## src/rtl/sub_seq_if.sv

```systemverilog
// Operand/result bundle for the multi-cycle subtractor.
// master drives the request and operands; slave returns status and flags.
// Carries no timing of its own; all handshake timing lives in sub_seq.
interface sub_seq_if #(
  parameter int WIDTH = 16
);
  logic             start;
  logic [WIDTH-1:0] a;
  logic [WIDTH-1:0] b;
  logic             busy;
  logic             done;
  logic [WIDTH-1:0] diff;
  logic             borrow;
  logic             ovf;
  logic             zero;

  modport master (
    output start, a, b,
    input  busy, done, diff, borrow, ovf, zero
  );

  modport slave (
    input  start, a, b,
    output busy, done, diff, borrow, ovf, zero
  );
endinterface

```

## src/rtl/sub_seq.sv

```systemverilog
// Multi-cycle a - b, one nibble per clock through a single 4-bit CLA slice.
// Latency: start edge -> WIDTH/4 RUN cycles -> one-cycle done pulse.
// No backpressure: start is only sampled in IDLE, ignored while busy or done.
module sub_seq #(
  parameter int WIDTH = 16
) (
  input  logic      clk,
  input  logic      rst,
  sub_seq_if.slave  bus
);
  localparam int N  = WIDTH / 4;
  localparam int KW = (N > 1) ? $clog2(N) : 1;

  typedef enum logic [1:0] {IDLE, RUN, DONE} state_t;

  state_t           state;
  state_t           state_nxt;
  logic [WIDTH-1:0] a_q;
  logic [WIDTH-1:0] b_q;
  logic [WIDTH-1:0] scratch;
  logic [WIDTH-1:0] scratch_nxt;
  logic             carry;
  logic [KW-1:0]    k;
  logic             last;
  logic [3:0]       a_nib;
  logic [3:0]       nb_nib;
  logic [3:0]       g;
  logic [3:0]       p;
  logic [4:0]       c;
  logic [3:0]       sum4;
  logic             cout;
  logic [WIDTH-1:0] diff_q;
  logic             borrow_q;
  logic             ovf_q;
  logic             zero_q;

  assign last = (k == KW'(N - 1));

  // 4-bit carry-lookahead slice on the current nibble; b is inverted so the
  // stored carry (seeded with 1) turns the add into a two's-complement subtract.
  always_comb begin
    a_nib  = a_q[k*4 +: 4];
    nb_nib = ~b_q[k*4 +: 4];
    g      = a_nib & nb_nib;
    p      = a_nib ^ nb_nib;
    c      = '0;
    c[0]   = carry;
    c[1]   = g[0] | (p[0] & c[0]);
    c[2]   = g[1] | (p[1] & g[0]) | (p[1] & p[0] & c[0]);
    c[3]   = g[2] | (p[2] & g[1]) | (p[2] & p[1] & g[0]) | (p[2] & p[1] & p[0] & c[0]);
    c[4]   = g[3] | (p[3] & g[2]) | (p[3] & p[2] & g[1]) | (p[3] & p[2] & p[1] & g[0])
           | (p[3] & p[2] & p[1] & p[0] & c[0]);
    sum4   = p ^ c[3:0];
    cout   = c[4];
    scratch_nxt            = scratch;
    scratch_nxt[k*4 +: 4]  = sum4;
  end

  // State register.
  always_ff @(posedge clk) begin
    if (rst) state <= IDLE;
    else     state <= state_nxt;
  end

  // Next-state logic: IDLE -> RUN on start, RUN for N nibbles, DONE for one cycle.
  always_comb begin
    state_nxt = state;
    case (state)
      IDLE:    if (bus.start) state_nxt = RUN;
      RUN:     if (last)      state_nxt = DONE;
      DONE:                   state_nxt = IDLE;
      default:                state_nxt = IDLE;
    endcase
  end

  // Operand capture, nibble stepping, and result/flag registers. Results are
  // loaded from the merged final scratch on the edge entering DONE so they are
  // valid in the same cycle as the done pulse.
  always_ff @(posedge clk) begin
    if (rst) begin
      a_q      <= '0;
      b_q      <= '0;
      scratch  <= '0;
      carry    <= 1'b0;
      k        <= '0;
      diff_q   <= '0;
      borrow_q <= 1'b0;
      ovf_q    <= 1'b0;
      zero_q   <= 1'b0;
    end else begin
      case (state)
        IDLE: begin
          if (bus.start) begin
            a_q     <= bus.a;
            b_q     <= bus.b;
            carry   <= 1'b1;
            k       <= '0;
            scratch <= '0;
          end
        end
        RUN: begin
          scratch <= scratch_nxt;
          carry   <= cout;
          k       <= k + 1'b1;
          if (last) begin
            diff_q   <= scratch_nxt;
            borrow_q <= ~cout;
            ovf_q    <= (a_q[WIDTH-1] != b_q[WIDTH-1]) &&
                        (scratch_nxt[WIDTH-1] != a_q[WIDTH-1]);
            zero_q   <= (scratch_nxt == '0);
          end
        end
        default: ;
      endcase
    end
  end

  assign bus.busy   = (state == RUN);
  assign bus.done   = (state == DONE);
  assign bus.diff   = diff_q;
  assign bus.borrow = borrow_q;
  assign bus.ovf    = ovf_q;
  assign bus.zero   = zero_q;
endmodule
```

## src/flat_wrapper.sv

```systemverilog
// flat-port wrapper written by rule: the top's interface ports become plain ports
module sub_seq_flat 
#(
  parameter int WIDTH = 16
)
  (clk, rst, bus_start, bus_a, bus_b, bus_busy, bus_done, bus_diff, bus_borrow, bus_ovf, bus_zero);
  sub_seq_if #(.WIDTH(WIDTH)) bus_i ();
  input  logic clk;
  input  logic rst;
  input wire logic [$bits(bus_i.start)-1:0] bus_start;
  input wire logic [$bits(bus_i.a)-1:0] bus_a;
  input wire logic [$bits(bus_i.b)-1:0] bus_b;
  output wire logic [$bits(bus_i.busy)-1:0] bus_busy;
  output wire logic [$bits(bus_i.done)-1:0] bus_done;
  output wire logic [$bits(bus_i.diff)-1:0] bus_diff;
  output wire logic [$bits(bus_i.borrow)-1:0] bus_borrow;
  output wire logic [$bits(bus_i.ovf)-1:0] bus_ovf;
  output wire logic [$bits(bus_i.zero)-1:0] bus_zero;
  assign bus_i.start = bus_start;
  assign bus_i.a = bus_a;
  assign bus_i.b = bus_b;
  assign bus_busy = bus_i.busy;
  assign bus_done = bus_i.done;
  assign bus_diff = bus_i.diff;
  assign bus_borrow = bus_i.borrow;
  assign bus_ovf = bus_i.ovf;
  assign bus_zero = bus_i.zero;
  sub_seq #(.WIDTH(WIDTH)) u_core (.clk(clk), .rst(rst), .bus(bus_i));
endmodule
```

## config.mk

```make
export PLATFORM = sky130hd
export DESIGN_NAME = sub_seq_flat
export DESIGN_NICKNAME = d
export VERILOG_FILES = /design/src/rtl/sub_seq_if.sv /design/src/rtl/sub_seq.sv /design/src/flat_wrapper.sv
export SDC_FILE = /design/constraint.sdc
export NUM_CORES = 1
export LEC_CHECK = 0
export BUFFER_PORTS_ARGS = -buffer_cell sky130_fd_sc_hd__buf_4
export CAP_MARGIN = 20
export CORE_UTILIZATION = 50
export DETAILED_ROUTE_END_ITERATION = 10
export PLACE_DENSITY = 0.74
export SLEW_MARGIN = 40
export SYNTH_ARGS = -nofsm -noshare
export SYNTH_HDL_FRONTEND = slang
export SYNTH_SLANG_ARGS = --single-unit
export TNS_END_PERCENT = 30
```

## constraint.sdc

```tcl
create_clock -name clk -period 2.6 [get_ports clk]
set_input_delay 0.52 -clock clk [delete_from_list [all_inputs] [get_ports clk]]
set_output_delay 0.52 -clock clk [all_outputs]
set_load 0.1 [all_outputs]
```

# Word-level counts from Yosys, hierarchy flattened
# Cells that the tools add are included.
[word_totals] register_bits=72 latchBits=0 ram_bits=0 rom_bits=0 input_bits=35 mem_count=0
[op_classes] addsub=2 multipliers=0 div_mod_pow=0 n_lt_le_gt_ge=0 eq_ne=7 n_shift=4 muxes=10 bitwise=31 n_reduce_logical=8
[ops] op="negator 4 -> 34 bit" count=1
[ops] op="variable shift 4 x 34 -> 16 bit, first input constant" count=1
[ops] op="variable part select 4 x 34 -> 16 bit" count=1
[ops] op="case mux 16 bit (2 select lines)" count=1
[ops] op="variable part select 16 x 5 -> 4 bit" count=2
[ops] op="bitwise AND 1 bit" count=16
[ops] op="bitwise mux 16 bit" count=1
[ops] op="zero test 16 bit" count=1
[ops] op="2-to-1 mux 16 bit" count=1
[ops] op="OR 1 bit" count=10
[ops] op="case mux 2 bit (2 select lines)" count=2
[ops] op="AND reduction 2 bit" count=4
[ops] op="bitwise XOR 4 bit" count=2
[ops] op="2-to-1 mux 2 bit" count=3
[ops] op="bitwise AND 4 bit" count=1
[ops] op="equality test 2 bit, second input constant" count=2
[ops] op="NOT 4 bit" count=1
[ops] op="adder 2 x 1 -> 2 bit, second input constant" count=1
[ops] op="equality test 2 x 1 -> 1 bit, second input constant" count=1
[ops] op="zero test 2 bit" count=1
[ops] op="!= test 1 bit" count=2
[ops] op="!= test 2 x 1 -> 1 bit, second input constant" count=1
[ops] op="!= test 2 bit, second input constant" count=1
[ops] op="case mux 1 bit (2 select lines)" count=1
[ops] op="4 further kinds" count=4

# Logic depth before layout (Yosys ltp)
# Gate-level depths: netlist of run 1.
[depth] word_depth=12 mapped_depth=10

# Worst setup path before layout of run 1
# No wires, ideal clock.
[synth_timing] path_kind="flip-flop to flip-flop" from="register u_core.k[0]" to="register u_core.scratch[6]" setup_time_ps=71 arrival_ps=2761 path_slack_ps=-232 stages_incl_launch_ff=10 path_buffers=2 synth_period_minus_slack_ps=2832 path_cell_list="dfxtp_1 -> buf_2 -> buf_2 -> mux4_2 -> ha_1 -> a211oi_1 -> nor3b_1 -> o41ai_1 -> nand2_1 -> a21oi_1"
[synth_via] elab_chain_len=11 elab_cells_between_ends=26 classes_between="add/sub (1); shift (4); mux (2); bitwise (19)"
[synth_lines] element="from (decl)" line="sub_seq.sv:23" rtl="logic [KW-1:0] k;"
[synth_lines] element="from (signal assigned)" line="sub_seq.sv:104" rtl="k <= k + 1'b1;"
[synth_lines] element="variable part select 16 x 5 -> 4 bit" line="sub_seq.sv:43" rtl="nb_nib = ~b_q[k*4 +: 4];"
[synth_lines] element="NOT 4 bit" line="sub_seq.sv:43"
[synth_lines] element="bitwise XOR 4 bit or bitwise AND 4 bit (tied branches)" line="sub_seq.sv:45, sub_seq.sv:44"
[synth_lines] element="bitwise AND 1 bit" line="sub_seq.sv:50" rtl="c[3] = g[2] | (p[2] & g[1]) | (p[2] & p[1] & g[0]) | (p[2] & p[1] & p[0] & c[0]);"
[synth_lines] element="OR 1 bit or bitwise AND 1 bit (tied branches) (2 in a row)" line="sub_seq.sv:50"
[synth_lines] element="OR 1 bit" line="sub_seq.sv:50"
[synth_lines] element="bitwise XOR 4 bit" line="sub_seq.sv:53" rtl="sum4 = p ^ c[3:0];"
[synth_lines] element="variable part select 4 x 34 -> 16 bit" line="sub_seq.sv:56" rtl="scratch_nxt[k*4 +: 4] = sum4;"
[synth_lines] element="bitwise mux 16 bit *" line="sub_seq.sv:56"
[synth_lines] element="case mux 16 bit (2 select lines) *" line="sub_seq.sv:91" rtl="case (state)"
[synth_lines] element="to (signal assigned)" line="sub_seq.sv:102" rtl="scratch <= scratch_nxt;"
[synth_lines] element="to (decl)" line="sub_seq.sv:20" rtl="logic [WIDTH-1:0] scratch;"
# Mark *: on every way between the ends. The rest lies on a longest branch, timed or not.
# A chain may end at the register's enable or synchronous reset.

# Final worst setup path of run 1
[layout_timing] from="register u_core.k[0]" to="register u_core.diff_q[11] (netlist: u_core.bus.diff[11])"
[layout_via] elab_chain_len=10 elab_cells_between_ends=27 classes_between="add/sub (1); eq/ne (1); shift (4); mux (1); bitwise (19); reduce/logical (1)"
[layout_lines] element="variable part select 16 x 5 -> 4 bit" line="sub_seq.sv:43"
[layout_lines] element="NOT 4 bit" line="sub_seq.sv:43"
[layout_lines] element="bitwise XOR 4 bit or bitwise AND 4 bit (tied branches)" line="sub_seq.sv:45, sub_seq.sv:44"
[layout_lines] element="bitwise AND 1 bit" line="sub_seq.sv:50"
[layout_lines] element="OR 1 bit or bitwise AND 1 bit (tied branches) (2 in a row)" line="sub_seq.sv:50"
[layout_lines] element="OR 1 bit" line="sub_seq.sv:50"
[layout_lines] element="bitwise XOR 4 bit" line="sub_seq.sv:53"
[layout_lines] element="variable part select 4 x 34 -> 16 bit" line="sub_seq.sv:56"
[layout_lines] element="bitwise mux 16 bit" line="sub_seq.sv:56"
[layout_lines] element="to (signal assigned)" line="sub_seq.sv:106" rtl="diff_q <= scratch_nxt;"
[layout_lines] element="to (decl)" line="sub_seq.sv:32" rtl="logic [WIDTH-1:0] diff_q;"
# Several ways; a longest one is shown, not always the timed one.

==> results_dict.tcl, run 1 <==
set metrics [dict create \
    avgSynthCellArea_um2 8.31 \
    crit_fanout 10 \
    pin_count_of_the_biggest_net_entering_global_routing 75 \
    crit_path_end "u_core.bus.diff[11]" \
    core_area_um2 6420 \
    cts_tree "built" \
    cts_max_path_buffers 2 \
    drt_iter0_markers 169 \
    synth_largest_area_cell "sky130_fd_sc_hd__dfxtp_1" \
    synth_edf_count 0 \
    setup_viol_count_final 0 \
    grt_util_all_layers_pct 25.0 \
    reg2reg_capture_point "u_core.bus.diff[11]" \
    critical_path_class "flip-flop to flip-flop" \
    rrSetupSlack_ps 100 \
    antennaDiodeCount 0 \
    place.gp.congestion 0.856 \
    fraction_of_final_layout_cells_sized_beyond_drive_strength_1_pct 25.4 \
    number_of_cells_after_detailed_placement 534 \
    critical_path.endpoint_type "flip-flop" \
    worst_slew_margin_rel_pct 52.1 \
    totalNegativeSetupSlack_ps 0 \
    ys_top_cells_by_count "sky130_fd_sc_hd__nand2_1, sky130_fd_sc_hd__dfxtp_1, sky130_fd_sc_hd__a21oi_1" \
    critical_path_cell_with_the_highest_stage_delay "sky130_fd_sc_hd__mux4_2" \
    hold_class "primary input to flip-flop" \
    unrepaired_setup_endpoints_after_global_routing "true" \
    routed_via_density 5.59 \
    share_of_async_settable_or_async_resettable_flops_after_synthesis_pct 0 \
    via_count 3076 \
    h-tree-depth 3 \
    cts_inserted_buffers 9 \
    timing.reg2reg.worst_path_depth 8 \
    timing.critical_path.required_ps 2800 \
    port_buffer_cells 55 \
    drt_drc_violations_left 2 \
    fmax_mhz 400 \
    crit_path_start_kind "flip-flop" \
    yosys_warnings 0 \
    wl_per_cell_um 15.0 \
    die_x_um 84.0 \
    finalWirelength_um 8270 \
    areaGrowthSynthToFinish_pct 25.9 \
    number_of_setup_buffers_added_after_cts 0 \
    synth.cell_area_um2 3360 \
    synth.area.top_cells "sky130_fd_sc_hd__dfxtp_1, sky130_fd_sc_hd__nand2_1, sky130_fd_sc_hd__a21oi_1, sky130_fd_sc_hd__mux4_2, sky130_fd_sc_hd__nor2_1" \
    grt_first_pass_wirelength_um 14000 \
    synthesis.nets 451 \
    io-pin-count 56 \
    clkTransAtPathRegs_ps 80 \
    total_leakage_power_nw 1.71 \
    post_route_clock_period_utilization_pct 96.1 \
    yosysMostFrequentCell "sky130_fd_sc_hd__nand2_1" \
    irDropWorstVdd_mv 0.326 \
    report.final.slew_viol_count 0 \
    half_perimeter_wire_length_after_detailed_placement_um 5720 \
    arrival_ps 2700 \
    clkLatencyLatePin_ps 350 \
    rows 29 \
    cellPowerDensity_nw_per_um2 635 \
    clock_sink_count 72 \
    tightestPinTransition_ps 719 \
    floorplan.die_area_um2 7050 \
    pre_antenna_drt_iters 8 \
    synthesis.instances 404 \
    synthDominantCellAreaShare_pct 42.9 \
    failing_checks "design-rule violations" \
    timing.critical_path.slowest_cell_delay_ps 560 \
    final_cell_count_no_fill 550 \
    first_global_vias 2991 \
    worst_hold_slack_ps 413 \
    final-hold-violation-count 0 \
    die-height_um 84.0 \
    synth_ff_type "sky130_fd_sc_hd__dfxtp_1" \
    final_critical_path_setup_slack_ps 102 \
    post_synth_num_cell_types 50 \
    fin_worst_skew_ps 7.23 \
    root_buffer "sky130_fd_sc_hd__clkbuf_8" \
    finalCriticalPeriod_ps 2500 \
    ant_nets 0 \
    worst_r2r_startpoint "u_core.k[0]" \
    cap_violations 0 \
    ys_seq_elements 72 \
    worstSetupStartpoint "u_core.k[0]" \
    synth.yosys.seq_area_share_pct 42.9 \
    outcome "finished with violations" \
    antenna_found_initial 0 \
    nets 515 \
    grt.overflow.total 0 \
    placement.setup.worst_slack_ps -139 \
    initial_utilization_pct 52.3 \
    path_cells "mux4_2 > ha_1 > a211oi_2 > o21ai_0 > a21boi_2 > buf_12 > a221oi_1 > nor3_1" \
]
[flip-flops by register name, summed over array words and instances (netlist names)]
signal / flops
u_core.state: 2
u_core.a_q: 16
u_core.bus.ovf: 1
u_core.carry: 1
u_core.bus.zero: 1
u_core.b_q: 16
u_core.scratch: 16
u_core.k: 2
u_core.bus.borrow: 1
u_core.bus.diff: 16
[what timing repair did]
item,4_1_cts,5_1_grt
pin swaps,0,3
gates cloned,0,0
hold buffers,0,0
gates resized for setup,7,6
setup endpoints to repair,18,9
[cell usage in the layout (no fill, tap or decap), types with 3 or more instances in the layout]
cell / netlist / final
sky130_fd_sc_hd__dfxtp_1: 72 / 70
sky130_fd_sc_hd__a221oi_1: 4 / 3
sky130_fd_sc_hd__nand2b_1: 5 / 5
sky130_fd_sc_hd__nor2_1: 46 / 46
sky130_fd_sc_hd__a22o_1: 3 / 3
sky130_fd_sc_hd__o21ai_0: 8 / 7
sky130_fd_sc_hd__nor3_1: 13 / 13
sky130_fd_sc_hd__clkbuf_8: 0 / 9
sky130_fd_sc_hd__a211oi_1: 5 / 3
sky130_fd_sc_hd__o21bai_1: 3 / 3
sky130_fd_sc_hd__a22oi_1: 9 / 9
sky130_fd_sc_hd__nor2b_1: 5 / 5
sky130_fd_sc_hd__a21oi_1: 48 / 47
sky130_fd_sc_hd__nand2_1: 86 / 86
sky130_fd_sc_hd__buf_4: 0 / 77
sky130_fd_sc_hd__nand3_1: 5 / 5
sky130_fd_sc_hd__inv_1: 13 / 13
sky130_fd_sc_hd__mux4_2: 8 / 8
sky130_fd_sc_hd__ha_1: 11 / 10
[area by class of cell]
| type | count | area [um^2] |
|---|---|---|
| Multi-Input combinational cell | 293 | 1810 |
| Timing Repair Buffer | 78 | 598 |
| Sequential cell | 72 | 1450 |
| Tap cell | 77 | 96.3 |
| Clock buffer | 10 | 128 |
| Inverter | 14 | 57.6 |
| Clock inverter | 6 | 91.3 |
| Fill cell | 532 | 2190 |
[how the worst min path moves through the flow]
stage | start | endpoint | slack, ps | cells past startpoint
3_5_place_dp | u_core.a_q[13] | u_core.a_q[13] | 450 | 2
2_1_floorplan | u_core.a_q[10] | u_core.a_q[10] | 430 | 2
6_report | bus_b[5] | u_core.b_q[5] | 410 | 3
5_1_grt | bus_a[15] | u_core.a_q[15] | 410 | 3
3_3_place_gp | u_core.bus.diff[5] | u_core.bus.diff[5] | 440 | 2
4_1_cts | bus_b[14] | u_core.b_q[14] | 400 | 3
[report_power, final]
part,switching (mW),total (mW),internal [mW]
Combinational,0.289,0.525,0.236
Sequential,0.0314,1.17,1.14
Clock,0.438,0.986,0.547
Total,0.759,2.69,1.93
[routing by layer]
layer	routed length [um]	part of all wire (%)	track usage, %	vias to the layer above
met5	0	0	0	-
met4	117	1.4	6.74	0
met3	415	5.0	6.92	11
met2	3930	48	41.1	77
met1	3810	46	32.3	1454
li1	-	-	-	1534
[cell families after synthesis]
| family | Yosys count | synth area share [%] |
|---|---|---|
| adder cells (fa/ha/maj) | 12 | 4.69 |
| AO/OA/AOI/OAI | 96 | 18.3 |
| AND/OR/NAND/NOR | 173 | 22.7 |
| buffers and inverters | 39 | 4.81 |
| XOR/XNOR | 1 | 0.261 |
| multiplexers | 11 | 6.33 |
| flip-flops | 72 | 42.9 |
[worst max-delay path, delay by kind of cell (launching register included)]
family	cells	cell delay, ps
buffers and inverters	1	150
adder cells (fa/ha/maj)	1	370
AO/OA/AOI/OAI	4	790
AND/OR/NAND/NOR	1	80
flip-flops	1	400
multiplexers	1	560
[stage by stage]
stage          util, %  total power [mW]  cell area, um^2
6_report          65.8              2.69             4230
3_5_place_dp      61.6              1.69             3960
5_1_grt           65.8              2.79             4230
2_1_floorplan        -              1.50             3380
4_1_cts           65.5              2.68             4200
3_3_place_gp      61.6              1.68             3960
Power figures use the tool's default switching activity.
==> inputs of run 2 (changes only) <==
CORE_UTILIZATION = 55   (was 50)
PLACE_DENSITY = 0.77   (was 0.74)
clock period = 3.2 ns   (was 2.6 ns; I/O delays follow)
==> results_dict.tcl, run 2 (synthesis gave the netlist of run 1 again) <==
set metrics [dict create \
    outcome "completed" \
    root_buffer "sky130_fd_sc_hd__clkbuf_8" \
    cellInternalPower_mw 1.63 \
    switching_share_pct 26.2 \
    post_route_clock_period_utilization_pct 90.3 \
    rows 28 \
    tightestPinTransition_ps 739 \
    io-pin-count 56 \
    clock_sink_count 72 \
    pre_antenna_drt_iters 4 \
    arrival_ps 3170 \
    core_area_um2 5920 \
    total_power_mw 2.21 \
    post_cts_resize_count 0 \
    initial_utilization_pct 56.7 \
    cts-hold-fix-buffers 0 \
    finalCriticalPeriod_ps 2890 \
    clkLatencyLatePin_ps 350 \
    final-hold-violation-count 0 \
    most-common-layout-cells "sky130_fd_sc_hd__nand2_1, sky130_fd_sc_hd__dfxtp_1, sky130_fd_sc_hd__buf_4" \
    nets 497 \
    drt_iter0_markers 235 \
    number_of_setup_buffers_added_after_cts 0 \
    irDropWorstVdd_mv 0.397 \
    grt_util_all_layers_pct 26.8 \
    fmax_mhz 346 \
    place.gp.congestion 0.886 \
    half_perimeter_wire_length_after_detailed_placement_um 5220 \
    timing.critical_path.slowest_cell_delay_ps 600 \
    crit_family "compound AO/OA/AOI/OAI gates" \
    rrSetupSlack_ps 310 \
    crit_buf_inv 0 \
    cts_inserted_buffers 9 \
    crit_path_start_kind "flip-flop" \
    antenna_found_initial 0 \
    cts_max_path_buffers 2 \
    finalWirelength_um 7770 \
    fin_worst_skew_ps 8.33 \
    worst_slew_margin_rel_pct 50.7 \
    clkTransAtPathRegs_ps 70 \
    floorplan.die_area_um2 6420 \
    totalNegativeSetupSlack_ps 0 \
    num-fill-cells 513 \
    path_cells "mux4_2 > ha_1 > a211oi_1 > nor3b_1 > o41ai_1 > a22oi_1 > nor2_1" \
    die-height_um 80.1 \
    total_leakage_power_nw 1.61 \
    cellPowerDensity_nw_per_um2 544 \
    switching_power_uw 578 \
    pin_count_of_the_biggest_net_entering_global_routing 75 \
    grt_first_pass_wirelength_um 13200 \
    grt.overflow.total 0 \
    power.share.combinational_pct 16.1 \
    critical_path_class "flip-flop to flip-flop" \
    timing.critical_path.required_ps 3480 \
    drt_drc_violations_left 0 \
    via_count 2960 \
    areaGrowthSynthToFinish_pct 20.8 \
    layout.core_utilization_pct 68.5 \
    crit_fanout 9 \
    report.final.slew_viol_count 0 \
    number_of_cells_after_detailed_placement 514 \
    unrepaired_setup_endpoints_after_global_routing "false" \
    wl_per_cell_um 14.7 \
    setup_viol_count_final 0 \
    ant_nets 0 \
    share_of_power_burned_in_the_clock_network_pct 40.6 \
    cts_tree "built" \
    routed_via_density 5.58 \
    final_cell_count_no_fill 530 \
    critical_path_cell_with_the_highest_stage_delay "sky130_fd_sc_hd__mux4_2" \
    most_common_cell_after_layout_fill_and_taps_aside "sky130_fd_sc_hd__nand2_1" \
    critical_path.endpoint_type "flip-flop" \
    hold_class "flip-flop to flip-flop" \
    h-tree-depth 3 \
    antennaDiodeCount 0 \
    die_x_um 80.1 \
    fraction_of_final_layout_cells_sized_beyond_drive_strength_1_pct 20.7 \
    port_buffer_cells 55 \
    first_global_vias 2891 \
    power.share.sequential_pct 43.3 \
    cap_violations 0 \
]
-- run 2: cell types whose count changed in the layout (fill, tap and decap cells not counted), sizes merged --
cell      change
clkinvlp      +1
clkbuf        +1
clkinv        -1
buf          -18
inv           -2
bufinv        +1
-- run 2: final timing paths --
check                        to  depth (start not counted)           from
min               u_core.b_q[4]                          2  u_core.b_q[4]
min reg2reg       u_core.b_q[4]                          2  u_core.b_q[4]
max          u_core.scratch[10]                          7    u_core.k[0]
max reg2reg  u_core.scratch[10]                          7    u_core.k[0]
-- run 2: power groups by stage --
stage | Sequential, mW | Clock (mW) | Combinational, mW
global route | 0.959 | 0.952 | 0.393
CTS | 0.955 | 0.913 | 0.351
floorplan | 0.967 | 0 | 0.248
detailed placement | 0.976 | 0 | 0.347
global placement | 0.974 | 0 | 0.340
finish | 0.956 | 0.897 | 0.355
-- run 2: worst min-delay path, delay by kind of cell (launching register included) --
kind               cells  cell delay, ps
DFF                    1             310
and+or+nand+nor        1              50
AOI/OAI and AO/OA      1              50
-- run 2: metal layers --
metal  track usage (%)  wire [um]  vias up
met1              36.0       3630     1372
met2              41.9       3540       86
met3              7.61        481       13
met4              8.04        116        0
met5                 0          0        -
li1                  -          -     1489
-- run 2: final cells by class --
| type | count | area (um^2) | share of cell area [%] |
|---|---|---|---|
| multi-input combinational | 293 | 1760 | 43.4 |
| sequential | 72 | 1440 | 35.6 |
| timing repair buffer | 60 | 450 | 11.1 |
| inverter | 14 | 57.6 | 1.42 |
| clock inverter | 5 | 103 | 2.53 |
| tap | 75 | 93.8 | 2.31 |
| clock buffer | 11 | 151 | 3.73 |
-- run 2: through the flow --
step                      hold slack, ps  area (um^2)  setup WS [ps]
final                                457         4060            312
after detailed placement             445         3800            225
after floorplan                      433         3360            368
after global placement               442         3800            350
after CTS                            457         4060            171
after global routing                 478         4060            155
==> inputs of run 3 (changes only) <==
--- a/config.mk
+++ b/config.mk
@@ -11,3 +11,3 @@
 export DETAILED_ROUTE_END_ITERATION = 10
-export PLACE_DENSITY = 0.77
+export PLACE_DENSITY = 0.84
 export SLEW_MARGIN = 40
--- a/constraint.sdc
+++ b/constraint.sdc
@@ -3,2 +3,2 @@
 set_output_delay 0.64 -clock clk [all_outputs]
-set_load 0.1 [all_outputs]
+set_load 0.05 [all_outputs]
==> results_dict.tcl, run 3 (synthesis gave the netlist of run 1 again) <==
set metrics [dict create \
    placement.setup.worst_slack_ps 271 \
    crit_family "compound AO/OA/AOI/OAI gates" \
    pin_count_of_the_biggest_net_entering_global_routing 75 \
    drt_drc_violations_left 0 \
    final_critical_path_setup_slack_ps 312 \
    path_cells "mux4_2 > inv_1 > ha_1 > a211oi_1 > nor3b_1 > o41ai_1 > a22oi_1 > nor2_1" \
    share_of_power_burned_in_the_clock_network_pct 33.0 \
    cts-hold-fix-buffers 0 \
    final_cell_count_no_fill 528 \
    die-height_um 80.1 \
    ant_nets 0 \
    antennaDiodeCount 0 \
    h-tree-depth 3 \
    fin_worst_skew_ps 6.54 \
    first_global_vias 2944 \
    timing.critical_path.slowest_cell_delay_ps 570 \
    report.final.slew_viol_count 0 \
    port_buffer_cells 55 \
    critical_path_class "flip-flop to flip-flop" \
    grt_util_all_layers_pct 28.1 \
    final-hold-violation-count 0 \
    clock_sink_count 72 \
    cts_tree "built" \
    rows 28 \
    post_cts_resize_count 0 \
    floorplan.die_area_um2 6420 \
    fraction_of_final_layout_cells_sized_beyond_drive_strength_1_pct 19.9 \
    clkTransAtPathRegs_ps 70 \
    critical_path_cell_with_the_highest_stage_delay "sky130_fd_sc_hd__mux4_2" \
    wl_per_cell_um 15.6 \
    post_route_clock_period_utilization_pct 90.2 \
    core_area_um2 5920 \
    grt.overflow.total 0 \
    power.share.sequential_pct 49.1 \
    switching_power_uw 541 \
    pre_antenna_drt_iters 6 \
    place.gp.congestion 0.885 \
    irDropWorstVdd_mv 0.295 \
    total_leakage_power_nw 1.57 \
    nets 497 \
    crit_fanout 9 \
    finalCriticalPeriod_ps 2890 \
    crit_path_start_kind "flip-flop" \
    cts_inserted_buffers 9 \
    cts_max_path_buffers 2 \
    timing.critical_path.required_ps 3470 \
    switching_share_pct 27.8 \
    arrival_ps 3160 \
    cellPowerDensity_nw_per_um2 490 \
    tightestPinTransition_ps 727 \
    routed_via_density 5.87 \
    unrepaired_setup_endpoints_after_global_routing "false" \
    drt_iter0_markers 308 \
    power.share.combinational_pct 17.9 \
    via_count 3101 \
    number_of_setup_buffers_added_after_cts 0 \
    critical_path.endpoint_type "flip-flop" \
    most_common_cell_after_layout_fill_and_taps_aside "sky130_fd_sc_hd__nand2_1" \
    areaGrowthSynthToFinish_pct 18.4 \
    clkLatencyLatePin_ps 350 \
    initial_utilization_pct 56.7 \
    crit_buf_inv 1 \
    setup_viol_count_final 0 \
    number_of_cells_after_detailed_placement 514 \
    num-fill-cells 479 \
    fmax_mhz 346 \
    io-pin-count 56 \
    die_x_um 80.1 \
    most-common-layout-cells "sky130_fd_sc_hd__nand2_1, sky130_fd_sc_hd__dfxtp_1, sky130_fd_sc_hd__buf_4" \
    worst_slew_margin_rel_pct 51.6 \
    cellInternalPower_mw 1.41 \
    cap_violations 0 \
    grt_first_pass_wirelength_um 13600 \
    outcome "completed" \
    finalWirelength_um 8220 \
    half_perimeter_wire_length_after_detailed_placement_um 5520 \
    hold_class "flip-flop to flip-flop" \
    root_buffer "sky130_fd_sc_hd__clkbuf_8" \
    antenna_found_initial 0 \
    totalNegativeSetupSlack_ps 0 \
]
run 3: cell types whose count changed in the layout (fill, tap and decap cells not counted), sizes merged:
cell / before / now
bufinv: 3 / 0
clkbuf: 11 / 14
clkinv: 2 / 1
clkinvlp: 1 / 0
run 3: through the flow:
step / area, um^2 / hold WS (ps) / power, mW / util [%]
after floorplan: 3360 / 433 / 1.21 / -
after global placement: 3800 / 443 / 1.31 / 64.2
after detailed placement: 3800 / 446 / 1.32 / 64.2
after CTS: 3980 / 456 / 1.95 / 67.1
after global routing: 3980 / 475 / 2.03 / 67.2
final: 3980 / 455 / 1.95 / 67.2
run 3: final timing paths:
| kind | startpoint | end | slack [ps] | depth (start not counted) |
|---|---|---|---|---|
| setup / recovery | u_core.k[0] | u_core.scratch[10] | 310 | 8 |
| hold reg to reg | u_core.a_q[13] | u_core.a_q[13] | 450 | 2 |
| setup reg to reg | u_core.k[0] | u_core.scratch[10] | 310 | 8 |
| hold / removal | u_core.a_q[13] | u_core.a_q[13] | 450 | 2 |
run 3: worst register-to-register path, cell delays in order, from the launching register on:
cell and delay [ps]:
sky130_fd_sc_hd__dfxtp_2 510, sky130_fd_sc_hd__mux4_2 570, sky130_fd_sc_hd__inv_1 110, sky130_fd_sc_hd__ha_1 250
sky130_fd_sc_hd__a211oi_1 370, sky130_fd_sc_hd__nor3b_1 190, sky130_fd_sc_hd__o41ai_1 570, sky130_fd_sc_hd__a22oi_1 130
sky130_fd_sc_hd__nor2_1 120
run 3: cell type report:
cell class                      count  area [um^2]  share of cell area [%]
Clock buffer                       14          173                    4.34
Inverter                           14         57.6                    1.45
Multi-Input combinational cell    293         1760                    44.2
Sequential cell                    72         1440                    36.3
Tap cell                           75         93.8                    2.36
Timing Repair Buffer               60          450                    11.3
run 3: metal layers:
metal	routed length (um)	track usage (%)	part of all wire (%)	vias up
met1	3400	35.2	41	1437
li1	-	-	-	1487
met4	157	13.2	1.9	0
met5	0	0	0	-
met3	709	6.93	8.6	18
met2	3960	45.2	48	159
run 3: power groups by stage:
stage | Clock (mW) | Sequential (mW) | Combinational, mW
CTS | 0.650 | 0.957 | 0.343
floorplan | 0 | 0.965 | 0.244
global placement | 0 | 0.974 | 0.333
detailed placement | 0 | 0.976 | 0.339
global route | 0.689 | 0.962 | 0.384
finish | 0.643 | 0.958 | 0.349
